**src/rtl/muldiv_seq_if.sv**
```systemverilog
`default_nettype none
// ============================================================================
// Module      : muldiv_seq_if
// Description : EX-stage request/response bundle for the multiply/divide
//               sequencer. The master modport drives MULT/DIV issue and
//               MFHI/MFLO reads. The slave modport returns the stall, busy,
//               read data and architectural HI/LO.
// Signals     : flush, Start_EX, InstrVal_EX, Op_EX, SrcA_EX[31:0],
//               SrcB_EX[31:0], MfReq_EX, MfSel_EX        (master -> slave)
//               MdStall, Busy, MfData_EX[31:0], Hi[31:0],
//               Lo[31:0]                                  (slave -> master)
// Revision    : 1.0 - initial release
// ============================================================================
interface muldiv_seq_if;
    logic        flush;
    logic        Start_EX;
    logic        InstrVal_EX;
    logic        Op_EX;
    logic [31:0] SrcA_EX;
    logic [31:0] SrcB_EX;
    logic        MfReq_EX;
    logic        MfSel_EX;
    logic        MdStall;
    logic        Busy;
    logic [31:0] MfData_EX;
    logic [31:0] Hi;
    logic [31:0] Lo;

    modport master (
        output flush, Start_EX, InstrVal_EX, Op_EX, SrcA_EX, SrcB_EX,
               MfReq_EX, MfSel_EX,
        input  MdStall, Busy, MfData_EX, Hi, Lo
    );

    modport slave (
        input  flush, Start_EX, InstrVal_EX, Op_EX, SrcA_EX, SrcB_EX,
               MfReq_EX, MfSel_EX,
        output MdStall, Busy, MfData_EX, Hi, Lo
    );
endinterface
`default_nettype wire

```
**src/rtl/muldiv_seq.sv**
```systemverilog
`default_nettype none
// ============================================================================
// Module      : muldiv_seq
// Description : Iterative signed 32-bit MULT/DIV sequencer that owns HI/LO.
//               An accepted operation runs 32 radix-2 iterations on operand
//               magnitudes, then takes one sign-fixup cycle that commits HI/LO.
//               Start-to-result latency is 33 cycles.
// Ports       : clk   - core clock, rising edge
//               reset - asynchronous, active-high, clears all state
//               bus   - muldiv_seq_if.slave (issue, MFHI/MFLO, stall, HI/LO)
// Revision    : 1.0 - initial release
// ============================================================================
module muldiv_seq (
    input  wire logic     clk,
    input  wire logic     reset,
    muldiv_seq_if.slave   bus
);

    localparam logic [1:0] S_IDLE  = 2'd0;
    localparam logic [1:0] S_RUN   = 2'd1;
    localparam logic [1:0] S_FIXUP = 2'd2;

    logic [1:0]  r_state;
    logic [4:0]  r_count;
    logic [31:0] r_acc_hi;
    logic [31:0] r_acc_lo;
    logic [31:0] r_opnd;      // multiplicand (MULT) or divisor (DIV) magnitude
    logic        r_op;        // 0 = MULT, 1 = DIV
    logic        r_res_neg;   // product/quotient sign
    logic        r_rem_neg;   // remainder takes the dividend's sign
    logic        r_div0;
    logic [31:0] r_hi;
    logic [31:0] r_lo;

    logic        w_idle;
    logic        w_req;
    logic        w_accept;
    logic [31:0] w_mag_a;
    logic [31:0] w_mag_b;
    logic [32:0] w_mul_sum;
    logic [32:0] w_div_shift;
    logic [33:0] w_div_diff;
    logic        w_div_ok;
    logic [63:0] w_prod;
    logic [63:0] w_prod_s;
    logic [31:0] w_quo;
    logic [31:0] w_rem;

    assign w_idle   = (r_state == S_IDLE);
    assign w_req    = (bus.Start_EX | bus.MfReq_EX) & bus.InstrVal_EX & ~bus.flush;
    assign w_accept = w_idle & bus.Start_EX & bus.InstrVal_EX & ~bus.flush;

    // Two's-complement magnitudes; 32'h80000000 maps to itself, which is the
    // correct unsigned magnitude.
    assign w_mag_a = bus.SrcA_EX[31] ? (~bus.SrcA_EX + 32'd1) : bus.SrcA_EX;
    assign w_mag_b = bus.SrcB_EX[31] ? (~bus.SrcB_EX + 32'd1) : bus.SrcB_EX;

    // MULT step: the multiplier sits in acc_lo and shifts out LSB-first while
    // the product grows in from the top.
    assign w_mul_sum = {1'b0, r_acc_hi} + (r_acc_lo[0] ? {1'b0, r_opnd} : 33'd0);

    // DIV step: shift the next dividend bit into the partial remainder and
    // trial-subtract. The partial remainder is always below the divisor, so
    // the 33-bit shifted value never overflows the 34-bit difference.
    assign w_div_shift = {r_acc_hi, r_acc_lo[31]};
    assign w_div_diff  = {1'b0, w_div_shift} - {2'b00, r_opnd};
    assign w_div_ok    = ~w_div_diff[33];

    assign w_prod   = {r_acc_hi, r_acc_lo};
    assign w_prod_s = r_res_neg ? (~w_prod + 64'd1) : w_prod;
    // A zero divisor leaves the dividend magnitude in the remainder, so the
    // remainder sign fixup gives back the original dividend in HI.
    assign w_quo    = r_div0 ? 32'hFFFF_FFFF
                             : (r_res_neg ? (~r_acc_lo + 32'd1) : r_acc_lo);
    assign w_rem    = r_rem_neg ? (~r_acc_hi + 32'd1) : r_acc_hi;

    always_ff @(posedge clk or posedge reset) begin
        if (reset) begin
            r_state   <= S_IDLE;
            r_count   <= 5'd0;
            r_acc_hi  <= 32'd0;
            r_acc_lo  <= 32'd0;
            r_opnd    <= 32'd0;
            r_op      <= 1'b0;
            r_res_neg <= 1'b0;
            r_rem_neg <= 1'b0;
            r_div0    <= 1'b0;
            r_hi      <= 32'd0;
            r_lo      <= 32'd0;
        end else begin
            case (r_state)
                S_IDLE: begin
                    if (w_accept) begin
                        r_op      <= bus.Op_EX;
                        r_res_neg <= bus.SrcA_EX[31] ^ bus.SrcB_EX[31];
                        r_rem_neg <= bus.SrcA_EX[31];
                        r_div0    <= bus.Op_EX & (bus.SrcB_EX == 32'd0);
                        r_count   <= 5'd31;
                        r_acc_hi  <= 32'd0;
                        r_acc_lo  <= bus.Op_EX ? w_mag_a : w_mag_b;
                        r_opnd    <= bus.Op_EX ? w_mag_b : w_mag_a;
                        r_state   <= S_RUN;
                    end
                end
                S_RUN: begin
                    if (r_op) begin
                        r_acc_hi <= w_div_ok ? w_div_diff[31:0] : w_div_shift[31:0];
                        r_acc_lo <= {r_acc_lo[30:0], w_div_ok};
                    end else begin
                        {r_acc_hi, r_acc_lo} <= {w_mul_sum, r_acc_lo[31:1]};
                    end
                    r_count <= r_count - 5'd1;
                    if (r_count == 5'd0) begin
                        r_state <= S_FIXUP;
                    end
                end
                S_FIXUP: begin
                    if (r_op) begin
                        r_hi <= w_rem;
                        r_lo <= w_quo;
                    end else begin
                        r_hi <= w_prod_s[63:32];
                        r_lo <= w_prod_s[31:0];
                    end
                    r_state <= S_IDLE;
                end
                default: r_state <= S_IDLE;
            endcase
        end
    end

    assign bus.MdStall   = w_req & ~w_idle;
    assign bus.Busy      = ~w_idle;
    assign bus.MfData_EX = bus.MfSel_EX ? r_lo : r_hi;
    assign bus.Hi        = r_hi;
    assign bus.Lo        = r_lo;

endmodule
`default_nettype wire

```
**src/flat_wrapper.sv**
```systemverilog
// flat-port wrapper written by rule: the top's interface ports become plain ports
module muldiv_seq_flat 
  (clk, reset, bus_flush, bus_Start_EX, bus_InstrVal_EX, bus_Op_EX, bus_SrcA_EX, bus_SrcB_EX, bus_MfReq_EX, bus_MfSel_EX, bus_MdStall, bus_Busy, bus_MfData_EX, bus_Hi, bus_Lo);
  muldiv_seq_if bus_i ();
  input  wire logic clk;
  input  wire logic reset;
  input wire logic [$bits(bus_i.flush)-1:0] bus_flush;
  input wire logic [$bits(bus_i.Start_EX)-1:0] bus_Start_EX;
  input wire logic [$bits(bus_i.InstrVal_EX)-1:0] bus_InstrVal_EX;
  input wire logic [$bits(bus_i.Op_EX)-1:0] bus_Op_EX;
  input wire logic [$bits(bus_i.SrcA_EX)-1:0] bus_SrcA_EX;
  input wire logic [$bits(bus_i.SrcB_EX)-1:0] bus_SrcB_EX;
  input wire logic [$bits(bus_i.MfReq_EX)-1:0] bus_MfReq_EX;
  input wire logic [$bits(bus_i.MfSel_EX)-1:0] bus_MfSel_EX;
  output wire logic [$bits(bus_i.MdStall)-1:0] bus_MdStall;
  output wire logic [$bits(bus_i.Busy)-1:0] bus_Busy;
  output wire logic [$bits(bus_i.MfData_EX)-1:0] bus_MfData_EX;
  output wire logic [$bits(bus_i.Hi)-1:0] bus_Hi;
  output wire logic [$bits(bus_i.Lo)-1:0] bus_Lo;
  assign bus_i.flush = bus_flush;
  assign bus_i.Start_EX = bus_Start_EX;
  assign bus_i.InstrVal_EX = bus_InstrVal_EX;
  assign bus_i.Op_EX = bus_Op_EX;
  assign bus_i.SrcA_EX = bus_SrcA_EX;
  assign bus_i.SrcB_EX = bus_SrcB_EX;
  assign bus_i.MfReq_EX = bus_MfReq_EX;
  assign bus_i.MfSel_EX = bus_MfSel_EX;
  assign bus_MdStall = bus_i.MdStall;
  assign bus_Busy = bus_i.Busy;
  assign bus_MfData_EX = bus_i.MfData_EX;
  assign bus_Hi = bus_i.Hi;
  assign bus_Lo = bus_i.Lo;
  muldiv_seq u_core (.clk(clk), .reset(reset), .bus(bus_i));
endmodule
```
**config.mk**
```make
export PLATFORM = sky130hd
export DESIGN_NAME = muldiv_seq_flat
export DESIGN_NICKNAME = d
export VERILOG_FILES = /design/src/rtl/muldiv_seq_if.sv /design/src/rtl/muldiv_seq.sv /design/src/flat_wrapper.sv
export SDC_FILE = /design/constraint.sdc
export NUM_CORES = 1
export LEC_CHECK = 0
export CAP_MARGIN = 25
export CORE_ASPECT_RATIO = 1.2
export CORE_MARGIN = 2
export CORE_UTILIZATION = 58
export CTS_CLUSTER_SIZE = 24
export DETAILED_ROUTE_END_ITERATION = 12
export PLACE_DENSITY_LB_ADDON = 0.05
export SLEW_MARGIN = 30
export SYNTH_ARGS = -nofsm -noshare
export SYNTH_HDL_FRONTEND = slang
export SYNTH_SLANG_ARGS = --single-unit
```
**constraint.sdc**
```tcl
create_clock -name clk -period 7.5 [get_ports clk]
set_input_delay 1.5 -clock clk [delete_from_list [all_inputs] [get_ports clk]]
set_output_delay 1.5 -clock clk [all_outputs]
set_load 0.02 [all_outputs]
```
==> impl_results.md <==
* Most used cell along the critical path: clkdlybuf4s50_1
* CP max stage cell: clkdlybuf4s50_1
* Mean Syn Cell Area at 8.08 um^2
* Largest net degree at the start of global routing at 87
* CP Cell Sequence: clkdlybuf4s50_1, nor2b_1, o21ai_0, nor2_1, clkdlybuf4s50_1
* Final setup viols at 0
* Worst path arrival time at 3.49 ns
* Hold buffers post-CTS at 0
* Clk sinks at 171
* Total congestion overflow at 0
* Register Area at 4280 um^2
* Power density cells at 379 nW/um^2
* Post-route ant nets at 0
* Cell area after layout at 16900 um^2
* Setup crit end kind: output port
* Total Neg Setup Slack at 0 ns
* DRC errors left at 0
* Initial detailed-routing violation count at 1236
* Fin. max-slew vios at 0
* Layout cells sized above 1 at 6.22%
* Clock Tree Buf Depth at 2
* PortBufs at 169
* Non-filler cells, final at 2225
* Vias in the first global route at 13431
* Top Family by Delay on Critical Path: buffers and inverters
* IO Count at 170
* Min Tclk post-route at 4.99 ns
* FP Rows at 63
* Initial Util at 58.8%
* Rel. slew slack at 41.2%
* Hold Violations, Final at 0
* F_max at 0.201 GHz
* Post-detail-place hpwl at 36200 um
* Dpl cells at 2192
* Dpl cell area at 16300 um^2
* Ys async rst share at 100%
* CTS tree: yes
* Skew final at 0.00966 ns
* Sequential area share after synthesis at 29.6%
* RSZ-0062 raised after global routing: no
* WL/cell at 21.3 um
* Die Span Y at 177 um
* Filler cell count at 2096
* Root Buffer: clkbuf_16
* Synth Register Bits at 171
* Max_cap viols at 0
* Die Wd at 148 um
* Placeable Area at 24600 um^2
* Multi-input gate area at 9530 um^2
* Initial antenna violation count at 0
* Post-Syn Instances at 1790
* Outcome: completed
* Warnings from Yosys at 0
* Dominant synthesized flop cell: dfrtp_1
* Worst EP required at 6.00 ns
* Max Fanout on Critical Path at 3
* GPL Wtd Cong at 0.964
* Postcts setup bufs at 0
* Post-Synthesis Net Count at 1934
* Total power draw at 6.41 mW
* Worst Setup Start Kind: input pin
* Synthesized cell area at 14500 um^2
* Area grow syn2layout at 17.0%
* Gr usage total at 36.3%
* WS Path Type: input pin to output port
* Maximum VDD drop at 0.201 mV
* Worst Tran Pin Value at 0.883 ns
* Nets at 2030
* EDFF count, synth at 0
* Min-delay worst type: register to register
* CP peak stage delay at 0.70 ns
* Hold Slack at 0.482 ns
* CTS Buf Count at 17
* Die area at 26200 um^2
* First-pass GRT wire length at 74300 um
* Drt first pass iters at 5
* Clock Latency Late Sink at 0.45 ns
* Post-synthesis cell type count at 71
* DR vias/cell at 6.37
* Buf/Inv on CP at 2
* H-tree levels at 4
* Clk slew on worst S/H paths at 0.07 ns
* Routed via count at 14167
* Leak Pwr at 7.05 nW
* Post-Route WL at 47400 um
* Final Cycle Share at 66.5%
* CTS resizes at 0
## worst paths after layout
| path | depth (start not counted) | slack, ns | endpoint | from |
|---|---|---|---|---|
| max in group asynchronous | 3 | 4.70 | u_core.r_op | reset |
| hold / removal | 2 | 0.48 | u_core.r_opnd[20] | u_core.r_opnd[20] |
| setup / recovery | 5 | 2.51 | bus_MdStall | bus_InstrVal_EX |
| min in group asynchronous | 2 | 1.54 | u_core.bus.Lo[6] | reset |
| hold reg to reg | 2 | 0.48 | u_core.r_opnd[20] | u_core.r_opnd[20] |
| setup reg to reg | 13 | 3.01 | u_core.r_acc_hi[30] | u_core.r_acc_lo[0] |
## power breakdown
group / leakage (nW) / total, mW / internal [mW] / switching (mW)
clock network: 0.282 / 0.897 / 0.488 / 0.409
logic: 4.74 / 3.83 / 1.56 / 2.27
registers: 2.03 / 1.69 / 1.16 / 0.523
total: 7.05 / 6.41 / 3.21 / 3.20
## synth_stat cells, types with 13 or more instances
cell type | n | share of area (%)
a21o_1 | 23 | 1.2
nor2_1 | 160 | 4.2
dfrtp_1 | 171 | 30
nand4_1 | 20 | 0.87
mux2_2 | 35 | 2.7
a22oi_1 | 21 | 1.1
mux2i_1 | 64 | 4.4
o21ai_1 | 22 | 0.76
xor2_1 | 108 | 6.5
o31ai_1 | 30 | 1.6
nand2b_1 | 20 | 0.87
inv_1 | 73 | 1.9
o211ai_1 | 24 | 1.2
ha_1 | 70 | 6.1
o221ai_1 | 15 | 0.91
nand2_1 | 173 | 4.5
nand3_1 | 31 | 1.1
a21oi_1 | 170 | 5.9
clkbuf_1 | 94 | 2.4
a211oi_1 | 30 | 1.6
xnor2_1 | 70 | 4.2
a31oi_1 | 13 | 0.56
o41ai_1 | 19 | 1.2
or4_1 | 18 | 0.93
nor3_1 | 24 | 0.83
o21ai_0 | 146 | 5.1
## layer usage
layer / vias up / global-route usage [%] / routed length [um]
met4: 0 / 16.0 / 1910
met5: - / 0 / 0
met3: 112 / 4.41 / 3010
met1: 6763 / 48.2 / 19900
li1: 6670 / - / -
met2: 622 / 59.9 / 22500
## stage by stage
step,util [%],worst slack (ns)
after global routing,68.8,2.47
final,68.8,2.51
after detailed placement,66.4,2.58
after global placement,66.4,2.57
after CTS,68.7,2.58
after floorplan,-,1.37
## worst register-to-register path, stage by stage, from the launching register on
cell       delay [ns]
dfrtp_1          0.50
inv_1            0.13
buf_4            0.40
nor2_1           0.11
ha_1             0.37
a21oi_1          0.24
o211ai_1         0.17
a21oi_1          0.47
nor2_1           0.15
o21ai_1          0.52
o21ai_0          0.24
o41ai_1          0.58
mux2i_1          0.15
a2111oi_0        0.31
## state kept, by name (all words and copies together), names as in the netlist
register          flops
u_core.r_div0         1
u_core.r_count        5
u_core.r_acc_hi      32
u_core.bus.Hi        32
u_core.r_rem_neg      1
u_core.r_opnd        32
u_core.r_acc_lo      32
u_core.bus.Lo        32
u_core.r_op           1
u_core.r_res_neg      1
u_core.r_state        2
## cell type report
class,count,share of cell area [%]
clock buffers,20,2.76
repair buffers,188,10.8
flip-flops and latches,171,25.3
multi-input cells,1435,56.4
well taps,325,2.40
inverters,73,1.65
clock inverters,11,0.666
diodes,2,0.0296
## layout by cell type (no fill, tap or decap), drive strengths merged, types with 8 or more instances in the layout
master,Yosys,layout
nand2,173,173
dfrtp,171,171
a21oi,170,170
o21ai,169,169
clkdlybuf4s50,0,168
nor2,160,160
xor2,108,108
inv,73,76
xnor2,70,70
ha,70,70
mux2i,64,64
mux2,35,35
nand3,31,31
a211oi,30,30
o31ai,30,30
nor3,24,24
o211ai,24,24
a21o,23,23
or4,22,22
a22oi,21,21
o41ai,21,21
nand4,20,20
nand2b,20,20
buf,17,20
clkbuf,94,20
nor4,16,16
o221ai,15,15
a31oi,13,13
or3,13,13
nor2b,11,11
o21bai,8,8
## cells by family after synthesis
family | count (synthesis) | synth area share, %
simple gates | 520 | 17.1
compound gates | 566 | 24.2
xor+xnor | 178 | 10.8
fa+ha+maj | 72 | 6.33
flops | 171 | 29.6
buf+inv | 184 | 4.84
mux | 99 | 7.16
Note: power is estimated with default switching activity, not from simulation.
